--- config.mk ---
export PLATFORM = sky130hd
export DESIGN_NAME = waveform_decoder
export DESIGN_NICKNAME = d
export VERILOG_FILES = /design/src/rtl/waveform_pkg.sv /design/src/rtl/waveform_word_assembler.sv /design/src/rtl/waveform_decoder.sv
export SDC_FILE = /design/constraint.sdc
export NUM_CORES = 1
export LEC_CHECK = 0
export CAP_MARGIN = 5
export CORE_MARGIN = 5
export CORE_UTILIZATION = 54
export DETAILED_ROUTE_END_ITERATION = 6
export PLACE_DENSITY_LB_ADDON = 0.2
export SKIP_CTS_REPAIR_TIMING = 1
export SYNTH_ARGS = -nofsm -noshare
export SYNTH_HDL_FRONTEND = slang
export SYNTH_SLANG_ARGS = --single-unit
--- constraint.sdc ---
create_clock -name clk -period 2.37 [get_ports clk]
set_clock_uncertainty 0.05 [all_clocks]
set_input_delay 0.711 -clock clk [delete_from_list [all_inputs] [get_ports clk]]
set_output_delay 0.711 -clock clk [all_outputs]
set_load 0.05 [all_outputs]
--- src/rtl/waveform_pkg.sv ---
// Shared definitions for the pulse-coded waveform path (generator and decoder).
package waveform_pkg;

  typedef enum logic [1:0] {
    IDLE = 2'b00,
    DATA = 2'b01,
    STOP = 2'b10,
    ERR  = 2'b11
  } state_t;

  localparam int SYM_LEN = 3;

endpackage

--- src/rtl/waveform_word_assembler.sv ---
// Collects decoded bits MSB-first into WIDTH-bit words and publishes each complete word.
module waveform_word_assembler
  import waveform_pkg::*;
#(
  parameter int WIDTH = 8
) (
  input  logic             clk,
  input  logic             reset,
  input  logic             shift_en,
  input  logic             bit_in,
  input  logic             clear,
  output logic [WIDTH-1:0] data_out,
  output logic             data_valid
);

  localparam int CNT_W = (WIDTH > 1) ? $clog2(WIDTH) : 1;

  logic [WIDTH-1:0] shift_reg;
  logic [WIDTH-1:0] shifted;
  logic [CNT_W-1:0] bit_cnt;

  assign shifted = {shift_reg[WIDTH-2:0], bit_in};

  always_ff @(posedge clk or posedge reset) begin
    if (reset) begin
      shift_reg  <= '0;
      bit_cnt    <= '0;
      data_out   <= '0;
      data_valid <= 1'b0;
    end else begin
      data_valid <= 1'b0;
      if (clear) begin
        // A malformed symbol throws away whatever part of the word was gathered.
        shift_reg <= '0;
        bit_cnt   <= '0;
      end else if (shift_en) begin
        shift_reg <= shifted;
        if (bit_cnt == CNT_W'(WIDTH - 1)) begin
          bit_cnt    <= '0;
          data_out   <= shifted;
          data_valid <= 1'b1;
        end else begin
          bit_cnt <= bit_cnt + 1'b1;
        end
      end
    end
  end

endmodule

--- src/rtl/waveform_decoder.sv ---
// Samples the pulse-coded line, decodes 3-sample symbols (1,b,0) into bits and words.
module waveform_decoder
  import waveform_pkg::*;
#(
  parameter int WIDTH = 8
) (
  input  logic             clk,
  input  logic             reset,
  input  logic             enable,
  input  logic             sig_in,
  output logic             bit_out,
  output logic             bit_valid,
  output logic [WIDTH-1:0] data_out,
  output logic             data_valid,
  output logic             frame_err
);

  state_t state;
  state_t next_state;
  logic   capture;
  logic   shift_en;
  logic   clear;
  logic   cand;

  always_ff @(posedge clk or posedge reset) begin
    if (reset) state <= IDLE;
    else       state <= next_state;
  end

  always_comb begin
    next_state = state;
    if (enable) begin
      case (state)
        IDLE:    if (sig_in) next_state = DATA;
        DATA:    next_state = STOP;
        STOP:    next_state = sig_in ? ERR : IDLE;
        ERR:     if (!sig_in) next_state = IDLE;
        default: next_state = IDLE;
      endcase
    end
  end

  always_comb begin
    capture  = 1'b0;
    shift_en = 1'b0;
    clear    = 1'b0;
    if (enable) begin
      case (state)
        DATA:    capture = 1'b1;
        STOP:    if (sig_in) clear = 1'b1; else shift_en = 1'b1;
        default: ;
      endcase
    end
  end

  // Registered outputs; pulses fall on the following edge whether or not enable is set.
  always_ff @(posedge clk or posedge reset) begin
    if (reset) begin
      cand      <= 1'b0;
      bit_out   <= 1'b0;
      bit_valid <= 1'b0;
      frame_err <= 1'b0;
    end else begin
      bit_valid <= shift_en;
      frame_err <= clear;
      if (capture)  cand    <= sig_in;
      if (shift_en) bit_out <= cand;
    end
  end

  waveform_word_assembler #(.WIDTH(WIDTH)) u_assembler (
    .clk        (clk),
    .reset      (reset),
    .shift_en   (shift_en),
    .bit_in     (cand),
    .clear      (clear),
    .data_out   (data_out),
    .data_valid (data_valid)
  );

endmodule

==> flow_metrics.env, run 1 <==
export IMPL_final_area_um2=1219
export IMPL_dpl_hpwl_um=1166
export IMPL_vias_per_cell=4.968
export IMPL_synth_area_leaders="dfrtp_1 (62%), mux2_4 (12%), nand2_1 (6.7%), o21ai_0 (4.0%), ha_1 (2.5%)"
export IMPL_cp_startpoint="u_assembler.data_out[0]$_DFFE_PP0P_"
export IMPL_hp_class="reg2reg"
export IMPL_final_nets=106
export IMPL_postRouteAntennaNets=0
export IMPL_seqCellArea_um2=625.6
export IMPL_io_buffers=15
export IMPL_overflow=0
export IMPL_cts_sinks=25
export IMPL_start_util=0.5771
export IMPL_core_area_um2=1745
export IMPL_p_per_area_nw_per_um2=790.6
export IMPL_drt_pass1_iter_count=3
export IMPL_fmax_ghz=0.4413
export IMPL_multi_input_area_um2=355.3
export IMPL_seq_area_frac_synth=0.6211
export IMPL_final_hold_violation_count=0
export IMPL_cp_slowest_cell="clkdlybuf4s50_1"
export IMPL_p_leak_nw=0.6062
export IMPL_wl_um=1618
export IMPL_clock_root_buffer="clkbuf_4"
export IMPL_grt_max_degree=26
export IMPL_dieArea_um2=2829
export IMPL_syn_inst=80
export IMPL_gp_congestion=0.6899
export IMPL_top_level_ports=16
export IMPL_cp_max_fo=2
export IMPL_antenna_cells=0
export IMPL_worst_path_buf_inv=1
export IMPL_critPathLaunchType="register"
export IMPL_required_ps=1610
export IMPL_max_stage_delay_ps=810
export IMPL_outcome="completed"
export IMPL_fin_ws_ps=104.0
export IMPL_path_delay_family="buffers and inverters"
export IMPL_die_h_um=53.19
export IMPL_numCtsBuffers=3
export IMPL_r2r_end="u_assembler.data_out[5]$_DFFE_PP0P_"
export IMPL_ir_drop_mv=0.4794
export IMPL_cp_data_arrival_time_ps=1500
export IMPL_cts_tree="yes"
export IMPL_rsz0062_at_grt="no"
export IMPL_n_fill_cell=150
export IMPL_dp_slack_ps=45.56
export IMPL_wl_per_cell_um=13.05
export IMPL_synth_top_cell_area_share=0.6211
export IMPL_largest_reg_flops=8
export IMPL_area_delta_synth_final_pct=20.99
export IMPL_placed_area_um2=1192
export IMPL_clk_pin_slew_ps=130
export IMPL_worst_setup_path_end_kind="output port"
export IMPL_gr_usage_all_layers=0.1505
export IMPL_rows=15
export IMPL_setup_viol=0
export IMPL_synth_avg_cell_area_um2=12.59
export IMPL_finalSetupTns_ps=0
export IMPL_syn_cell_area_um2=1007
export IMPL_antenna_found_initial=0
export IMPL_tightestPinTransition_ps=504.0
export IMPL_die_w_um=53.19
export IMPL_slew_headroom=0.6629
export IMPL_grt_pass1_wl_um=2946
export IMPL_synth_nets=86
export IMPL_max_cap_violations=0
export IMPL_drive_gt1_frac=0.1616
export IMPL_cts_max_path_buffers=2
export IMPL_cts_max_level=1
export IMPL_period_share=0.9561
export IMPL_yosysUniqueCellTypes=19
export IMPL_power_uw=963.5
export IMPL_path_class="reg2out"
export IMPL_clock_latency_ps=320
export IMPL_crit_chain="clkdlybuf4s50_1"
export IMPL_period_minus_slack_ps=2266
export IMPL_vias=616
export IMPL_grt_pass1_vias=670
export IMPL_ys_warnings_count=0
export IMPL_r2r_start="u_assembler.bit_cnt[0]$_DFFE_PP0P_"
export IMPL_maxSlewViolCount=0
export IMPL_synth_largest_area_cell="dfrtp_1"
export IMPL_rrSetupSlack_ps=880
export IMPL_drtIter0Drc=2
export IMPL_endpoint="data_out[0]"
export IMPL_drc=0
export IMPL_r2r_cells=4
export IMPL_worstSetupPathDepth=1
export IMPL_synth_seq_cells=25
[layer usage]
layer / global-route usage / vias to the layer above / part of all wire
met5: 0 / - / 0
met3: 0.04225 / 5 / 0.047
met4: 0.08936 / 0 / 0.027
li1: - / 306 / -
met2: 0.2541 / 12 / 0.51
met1: 0.1667 / 293 / 0.42
[cell usage in the layout, fill, tap and decap left out]
cell / count
nor2_1: 2
ha_1: 2
o21ai_0: 8
nand2_4: 1
buf_4: 2
clkinv_1: 1
dfrtp_1: 25
a31oi_1: 1
clkbuf_1: 1
inv_1: 3
o22ai_1: 1
a21oi_1: 1
and4bb_1: 1
clkdlybuf4s50_1: 15
nand2_1: 18
nor2b_1: 1
nand3b_1: 1
mux2_4: 8
clkbuf_4: 3
mux2_2: 2
a22o_1: 2
[cell type report]
| class | instances | share of cell area |
|---|---|---|
| Multi-Input combinational cell | 49 | 0.2916 |
| Inverter | 4 | 0.01232 |
| Clock buffer | 4 | 0.02156 |
| Timing Repair Buffer | 17 | 0.1355 |
| Tap cell | 25 | 0.02567 |
| Sequential cell | 25 | 0.5133 |
[per-stage QoR]
stage            util  std cells  hold slack (ps)
2_1_floorplan       -         80            400.0
3_3_place_gp   0.6832        120            419.2
3_5_place_dp   0.6832        120            432.4
4_1_cts        0.6982        124            461.1
5_1_grt        0.6982        124            491.1
6_report       0.6982        124            458.0
[tightest hold or removal path, delay by kind of cell (launching register included)]
kind,cells,cell delay (ps)
and+or+nand+nor,1,50
AOI/OAI and AO/OA,1,60
DFF,1,370
[synthesized netlist by cell type]
cell / number
a21oi_1: 1
a22o_1: 2
a31oi_1: 1
and4bb_1: 1
buf_4: 1
clkbuf_1: 1
clkinv_1: 1
dfrtp_1: 25
ha_1: 2
inv_1: 3
mux2_2: 2
mux2_4: 8
nand2_1: 18
nand2_4: 1
nand3b_1: 1
nor2_1: 2
nor2b_1: 1
o21ai_0: 8
o22ai_1: 1
[cells by family (layout without fill, tap and decap cells)]
| kind of cell | after synthesis | in the layout | synth area share |
|---|---|---|---|
| flip-flops | 25 | 25 | 0.6211 |
| AND/OR/NAND/NOR | 24 | 24 | 0.1118 |
| AO/OA/AOI/OAI | 13 | 13 | 0.07454 |
| multiplexers | 10 | 10 | 0.1416 |
| buffers and inverters | 6 | 25 | 0.02608 |
| adder cells (fa/ha/maj) | 2 | 2 | 0.02484 |
[worst min path at each step]
stage / slack (ps) / to / cells past startpoint / start
floorplan: 400 / u_assembler.shift_reg[6]$_DFFE_PP0P_ / 2 / u_assembler.shift_reg[6]$_DFFE_PP0P_
global placement: 420 / u_assembler.bit_cnt[1]$_DFFE_PP0P_ / 2 / u_assembler.bit_cnt[1]$_DFFE_PP0P_
detailed placement: 430 / u_assembler.bit_cnt[2]$_DFFE_PP0P_ / 2 / u_assembler.bit_cnt[2]$_DFFE_PP0P_
CTS: 460 / u_assembler.bit_cnt[2]$_DFFE_PP0P_ / 2 / u_assembler.bit_cnt[2]$_DFFE_PP0P_
global route: 490 / u_assembler.bit_cnt[2]$_DFFE_PP0P_ / 2 / u_assembler.bit_cnt[2]$_DFFE_PP0P_
finish: 460 / u_assembler.bit_cnt[2]$_DFFE_PP0P_ / 2 / u_assembler.bit_cnt[2]$_DFFE_PP0P_
[where the power goes]
| part | switching (mW) | leakage, nW | internal [mW] |
|---|---|---|---|
| clock | 0.120 | 0.0150 | 0.0659 |
| combinational | 0.124 | 0.254 | 0.0948 |
| sequential | 0.0582 | 0.337 | 0.501 |
| total | 0.302 | 0.606 | 0.662 |
(Power assumes the default switching activity.)
==> inputs of run 2 (changes only) <==
--- a/config.mk
+++ b/config.mk
@@ -9,6 +9,7 @@
 export CORE_MARGIN = 5
 export CORE_UTILIZATION = 54
 export DETAILED_ROUTE_END_ITERATION = 6
+export GPL_TIMING_DRIVEN = 0
 export PLACE_DENSITY_LB_ADDON = 0.2
 export SKIP_CTS_REPAIR_TIMING = 1
 export SYNTH_ARGS = -nofsm -noshare
==> run 2 against run 1 <==
  * Non-clock buffer count is the same
  * Sequential share of layout area grew 0.16 points
  * Largest power group unchanged
  * Core utilization shrank 0.22 points
  * Maximum frequency grew 0.51%
  * Critical path type unchanged
  * Global-route usage shrank 0.71 points
  * Count of clock-buffer cells in the layout is the same
  * Clock power shrank 3%
  * Worst setup slack gained 12 ps
  * Sequential cell count is the same
  * Final cell count is the same
  * Hold slack lost 16 ps
==> flow_metrics.env, run 2 (synthesis gave the netlist of run 1 again) <==
export IMPL_antenna_cells=0
export IMPL_crit_chain="clkdlybuf4s50_1"
export IMPL_max_cap_violations=0
export IMPL_critPathLaunchType="register"
export IMPL_cts_max_path_buffers=2
export IMPL_vias_per_cell=5.008
export IMPL_worst_path_buf_inv=1
export IMPL_die_h_um=53.19
export IMPL_gp_congestion=0.7367
export IMPL_numCtsBuffers=3
export IMPL_antenna_found_initial=0
export IMPL_tightestPinTransition_ps=914.0
export IMPL_setup_viol=0
export IMPL_drive_gt1_frac=0.1515
export IMPL_cts_tree="yes"
export IMPL_cts_max_level=1
export IMPL_grt_pass1_vias=628
export IMPL_p_leak_nw=0.6036
export IMPL_r2r_start="u_assembler.bit_cnt[0]$_DFFE_PP0P_"
export IMPL_seqCellArea_um2=625.6
export IMPL_area_delta_synth_final_pct=20.62
export IMPL_largest_reg_flops=8
export IMPL_busiest_layer="met2"
export IMPL_seq_power_share=0.587
export IMPL_dpl_hpwl_um=1226
export IMPL_vias=621
export IMPL_postRouteAntennaNets=0
export IMPL_drc=0
export IMPL_required_ps=1610
export IMPL_final_common_cell="dfrtp_1"
export IMPL_path_class="reg2out"
export IMPL_drtIter0Drc=5
export IMPL_hp_class="reg2reg"
export IMPL_finalSetupTns_ps=0
export IMPL_use_met3=0.02817
export IMPL_maxSlewViolCount=0
export IMPL_met2_usage=0.2479
export IMPL_clkPwrFrac=0.188
export IMPL_gr_usage_all_layers=0.1434
export IMPL_grt_pass1_wl_um=2994
export IMPL_die_w_um=53.19
export IMPL_period_minus_slack_ps=2254
export IMPL_n_fill_cell=135
export IMPL_drt_pass1_iter_count=4
export IMPL_rows=15
export IMPL_cp_max_fo=2
export IMPL_fmax_ghz=0.4436
export IMPL_slew_headroom=0.3900
export IMPL_final_util=0.6961
export IMPL_top_level_ports=16
export IMPL_start_util=0.5771
export IMPL_wl_per_cell_um=13.46
export IMPL_grt_max_degree=26
export IMPL_period_share=0.9512
export IMPL_clock_root_buffer="clkbuf_4"
export IMPL_path_delay_family="buffers and inverters"
export IMPL_combPwrFrac=0.225
export IMPL_final_hold_violation_count=0
export IMPL_p_int_uw=658.0
export IMPL_clk_pin_slew_ps=120
export IMPL_cts_sinks=25
export IMPL_worst_setup_path_end_kind="output port"
export IMPL_outcome="completed"
export IMPL_io_buffers=15
export IMPL_overflow=0
export IMPL_cp_data_arrival_time_ps=1490
export IMPL_multi_input_area_um2=355.3
export IMPL_rsz0062_at_grt="no"
export IMPL_core_area_um2=1745
export IMPL_cp_startpoint="u_assembler.data_out[5]$_DFFE_PP0P_"
export IMPL_max_stage_delay_ps=810
export IMPL_hp_start="u_assembler.shift_reg[6]$_DFFE_PP0P_"
export IMPL_power_switching_uw=297.2
export IMPL_netSwitchingFraction=0.3111
export IMPL_final_cell_mix="dfrtp_1 (25), nand2_1 (18), clkdlybuf4s50_1 (15), o21ai_0 (8), mux2_4 (8)"
export IMPL_p_per_area_nw_per_um2=786.2
export IMPL_ir_drop_mv=0.4516
export IMPL_wl_um=1669
export IMPL_clock_latency_ps=300
export IMPL_use_met1=0.1924
export IMPL_dieArea_um2=2829
export IMPL_final_nets=106
export IMPL_cp_slowest_cell="clkdlybuf4s50_1"
==> run 2: cell types whose count changed in the layout (fill, tap and decap cells not counted) <==
cell	previous run	this run
buf_4	2	1
clkbuf_1	1	2
==> run 2: area by class of cell <==
cell class | instances | area share
Buffer | 2 | 0.009269
Clock buffer | 4 | 0.02163
Inverter | 4 | 0.01236
Multi-Input combinational cell | 49 | 0.2925
Sequential cell | 25 | 0.5149
Tap cell | 25 | 0.02575
Timing Repair Buffer | 15 | 0.1236
==> run 2: power by group through the flow <==
stage / Clock, mW / Sequential (mW) / Combinational [mW]
floorplan: 0 / 0.597 / 0.117
global placement: 0 / 0.562 / 0.209
detailed placement: 0 / 0.569 / 0.218
CTS: 0.182 / 0.560 / 0.218
global route: 0.205 / 0.573 / 0.240
finish: 0.180 / 0.560 / 0.215
==> run 2: worst paths after layout <==
path	end	slack (ps)	cells after the start
min in group asynchronous	u_assembler.shift_reg[1]$_DFFE_PP0P_	840	2
max reg2reg	u_assembler.data_out[2]$_DFFE_PP0P_	870	4
min reg2reg	u_assembler.shift_reg[6]$_DFFE_PP0P_	440	2
min	u_assembler.shift_reg[6]$_DFFE_PP0P_	440	2
max	data_out[5]	120	1
max in group asynchronous	state[1]$_DFFE_PP0P_	870	2
==> run 2: metal layers <==
layer,up-vias,share of wire,routed length [um]
met5,-,0,0
met3,2,0.048,80
li1,304,-,-
met1,302,0.43,723
met2,13,0.51,853
met4,0,0.0072,12
==> run 2: through the flow <==
stage / cells / hold WS (ps) / total power [mW] / worst slack, ps / instance area (um2)
CTS: 124 / 451.5 / 0.9604 / 107.0 / 1215
global route: 124 / 490.7 / 1.018 / 54.14 / 1215
floorplan: 80 / 400.0 / 0.7132 / 708.7 / 1007
detailed placement: 120 / 422.2 / 0.7864 / 53.07 / 1189
finish: 124 / 442.2 / 0.9551 / 115.6 / 1215
global placement: 120 / 411.2 / 0.7709 / 106.6 / 1189
==> inputs of run 3 (changes only) <==
--- a/config.mk
+++ b/config.mk
@@ -10,7 +10,7 @@
 export CORE_UTILIZATION = 54
 export DETAILED_ROUTE_END_ITERATION = 6
 export GPL_TIMING_DRIVEN = 0
-export PLACE_DENSITY_LB_ADDON = 0.2
+export PLACE_DENSITY = 0.91
 export SKIP_CTS_REPAIR_TIMING = 1
 export SYNTH_ARGS = -nofsm -noshare
 export SYNTH_HDL_FRONTEND = slang
==> run 3 against run 2 <==
  * Register-to-register slack hardly changed
  * Sequential power hardly changed
  * Final cell count stayed put
  * Clock power is 3% higher
  * Maximum frequency is 0.43% lower
  * Hold slack better by 13 ps
  * Critical endpoint is now data_out[3]
  * First-iteration DRC count is 20% higher
  * Routed wire length is 5.5% higher
  * Largest cell class unchanged
  * Global-route usage is 1.6 points higher
  * Count of clock-buffer cells in the layout stayed put
  * Combinational power is 2% higher
==> flow_metrics.env, run 3 (synthesis gave the netlist of run 1 again) <==
export IMPL_period_minus_slack_ps=2264
export IMPL_cts_sinks=25
export IMPL_seq_power_share=0.580
export IMPL_clkPwrFrac=0.193
export IMPL_final_hold_violation_count=0
export IMPL_slew_headroom=0.3946
export IMPL_grt_max_degree=26
export IMPL_power_switching_uw=306.1
export IMPL_drc=0
export IMPL_multi_input_area_um2=355.3
export IMPL_dp_slack_ps=51.41
export IMPL_max_cap_violations=0
export IMPL_worst_setup_path_end_kind="output port"
export IMPL_drt_pass1_iter_count=4
export IMPL_vias_per_cell=5.073
export IMPL_n_fill_cell=151
export IMPL_stdcell_count=124
export IMPL_worst_path_buf_inv=1
export IMPL_core_area_um2=1745
export IMPL_tightestPinTransition_ps=907.0
export IMPL_postRouteAntennaNets=0
export IMPL_max_stage_delay_ps=810
export IMPL_clock_latency_ps=310
export IMPL_maxSlewViolCount=0
export IMPL_die_w_um=53.19
export IMPL_period_share=0.9553
export IMPL_wl_per_cell_um=14.19
export IMPL_cts_tree="yes"
export IMPL_wl_um=1760
export IMPL_final_cell_mix="dfrtp_1 (25), nand2_1 (18), clkdlybuf4s50_1 (15), o21ai_0 (8), mux2_4 (8)"
export IMPL_die_h_um=53.19
export IMPL_p_per_area_nw_per_um2=794.6
export IMPL_hp_class="reg2reg"
export IMPL_io_buffers=15
export IMPL_combPwrFrac=0.227
export IMPL_rsz0062_at_grt="no"
export IMPL_drive_gt1_frac=0.1515
export IMPL_clock_root_buffer="clkbuf_4"
export IMPL_fin_ws_ps=106.0
export IMPL_placed_area_um2=1189
export IMPL_gp_congestion=0.7335
export IMPL_cp_max_fo=2
export IMPL_path_delay_family="buffers and inverters"
export IMPL_critPathLaunchType="register"
export IMPL_grt_pass1_wl_um=3077
export IMPL_finalSetupTns_ps=0
export IMPL_cp_data_arrival_time_ps=1500
export IMPL_final_area_um2=1215
export IMPL_required_ps=1610
export IMPL_cp_slowest_cell="clkdlybuf4s50_1"
export IMPL_area_delta_synth_final_pct=20.62
export IMPL_p_int_uw=659.2
export IMPL_cts_max_path_buffers=2
export IMPL_ir_drop_mv=0.5027
export IMPL_dpl_hpwl_um=1262
export IMPL_numCtsBuffers=3
export IMPL_largest_reg_flops=8
export IMPL_crit_chain="clkdlybuf4s50_1"
export IMPL_seqCellArea_um2=625.6
export IMPL_fin_hold_ws_ps=454.7
export IMPL_vias=629
export IMPL_placed_cells=120
export IMPL_cts_max_level=1
export IMPL_outcome="completed"
export IMPL_antenna_found_initial=0
export IMPL_path_class="reg2out"
export IMPL_clk_pin_slew_ps=130
export IMPL_gr_usage_all_layers=0.1599
export IMPL_top_level_ports=16
export IMPL_dieArea_um2=2829
export IMPL_netSwitchingFraction=0.3171
export IMPL_grt_pass1_vias=668
export IMPL_antenna_cells=0
export IMPL_overflow=0
export IMPL_final_common_cell="dfrtp_1"
export IMPL_p_leak_nw=0.6036
export IMPL_drtIter0Drc=6
export IMPL_start_util=0.5771
export IMPL_final_nets=106
export IMPL_setup_viol=0
export IMPL_rows=15
export IMPL_fmax_ghz=0.4417
run 3: cell type report:
class                           instances  area share
Buffer                                  2    0.009269
Clock buffer                            4     0.02163
Inverter                                4     0.01236
Multi-Input combinational cell         49      0.2925
Sequential cell                        25      0.5149
Tap cell                               25     0.02575
Timing Repair Buffer                   15      0.1236
run 3: final timing paths:
kind,depth (start not counted),slack (ps),to,start
min in group asynchronous,2,840,u_assembler.data_out[5]$_DFFE_PP0P_,reset
max in group asynchronous,2,880,u_assembler.shift_reg[0]$_DFFE_PP0P_,reset
worst min register to register,2,450,u_assembler.shift_reg[6]$_DFFE_PP0P_,u_assembler.shift_reg[6]$_DFFE_PP0P_
worst max-delay path,1,110,data_out[3],u_assembler.data_out[3]$_DFFE_PP0P_
worst max register to register,4,880,u_assembler.data_out[2]$_DFFE_PP0P_,u_assembler.bit_cnt[0]$_DFFE_PP0P_
worst min-delay path,2,450,u_assembler.shift_reg[6]$_DFFE_PP0P_,u_assembler.shift_reg[6]$_DFFE_PP0P_
run 3: stage by stage:
stage          power (mW)    util
2_1_floorplan      0.7132       -
3_3_place_gp       0.7704  0.6810
3_5_place_dp       0.7885  0.6810
4_1_cts            0.9718  0.6961
5_1_grt             1.033  0.6961
6_report           0.9654  0.6961
run 3: metal layers:
layer	part of all wire	vias to the layer above	track usage
li1	-	304	-
met1	0.43	302	0.1898
met2	0.50	19	0.2603
met3	0.048	4	0.03099
met4	0.022	0	0.1064
met5	0	-	0
run 3: power by group through the flow:
stage               combinational, mW  sequential [mW]  clock, mW
floorplan                       0.117            0.597          0
global placement                0.209            0.562          0
detailed placement              0.219            0.570          0
CTS                             0.221            0.561      0.190
global route                    0.245            0.573      0.215
finish                          0.219            0.560      0.186
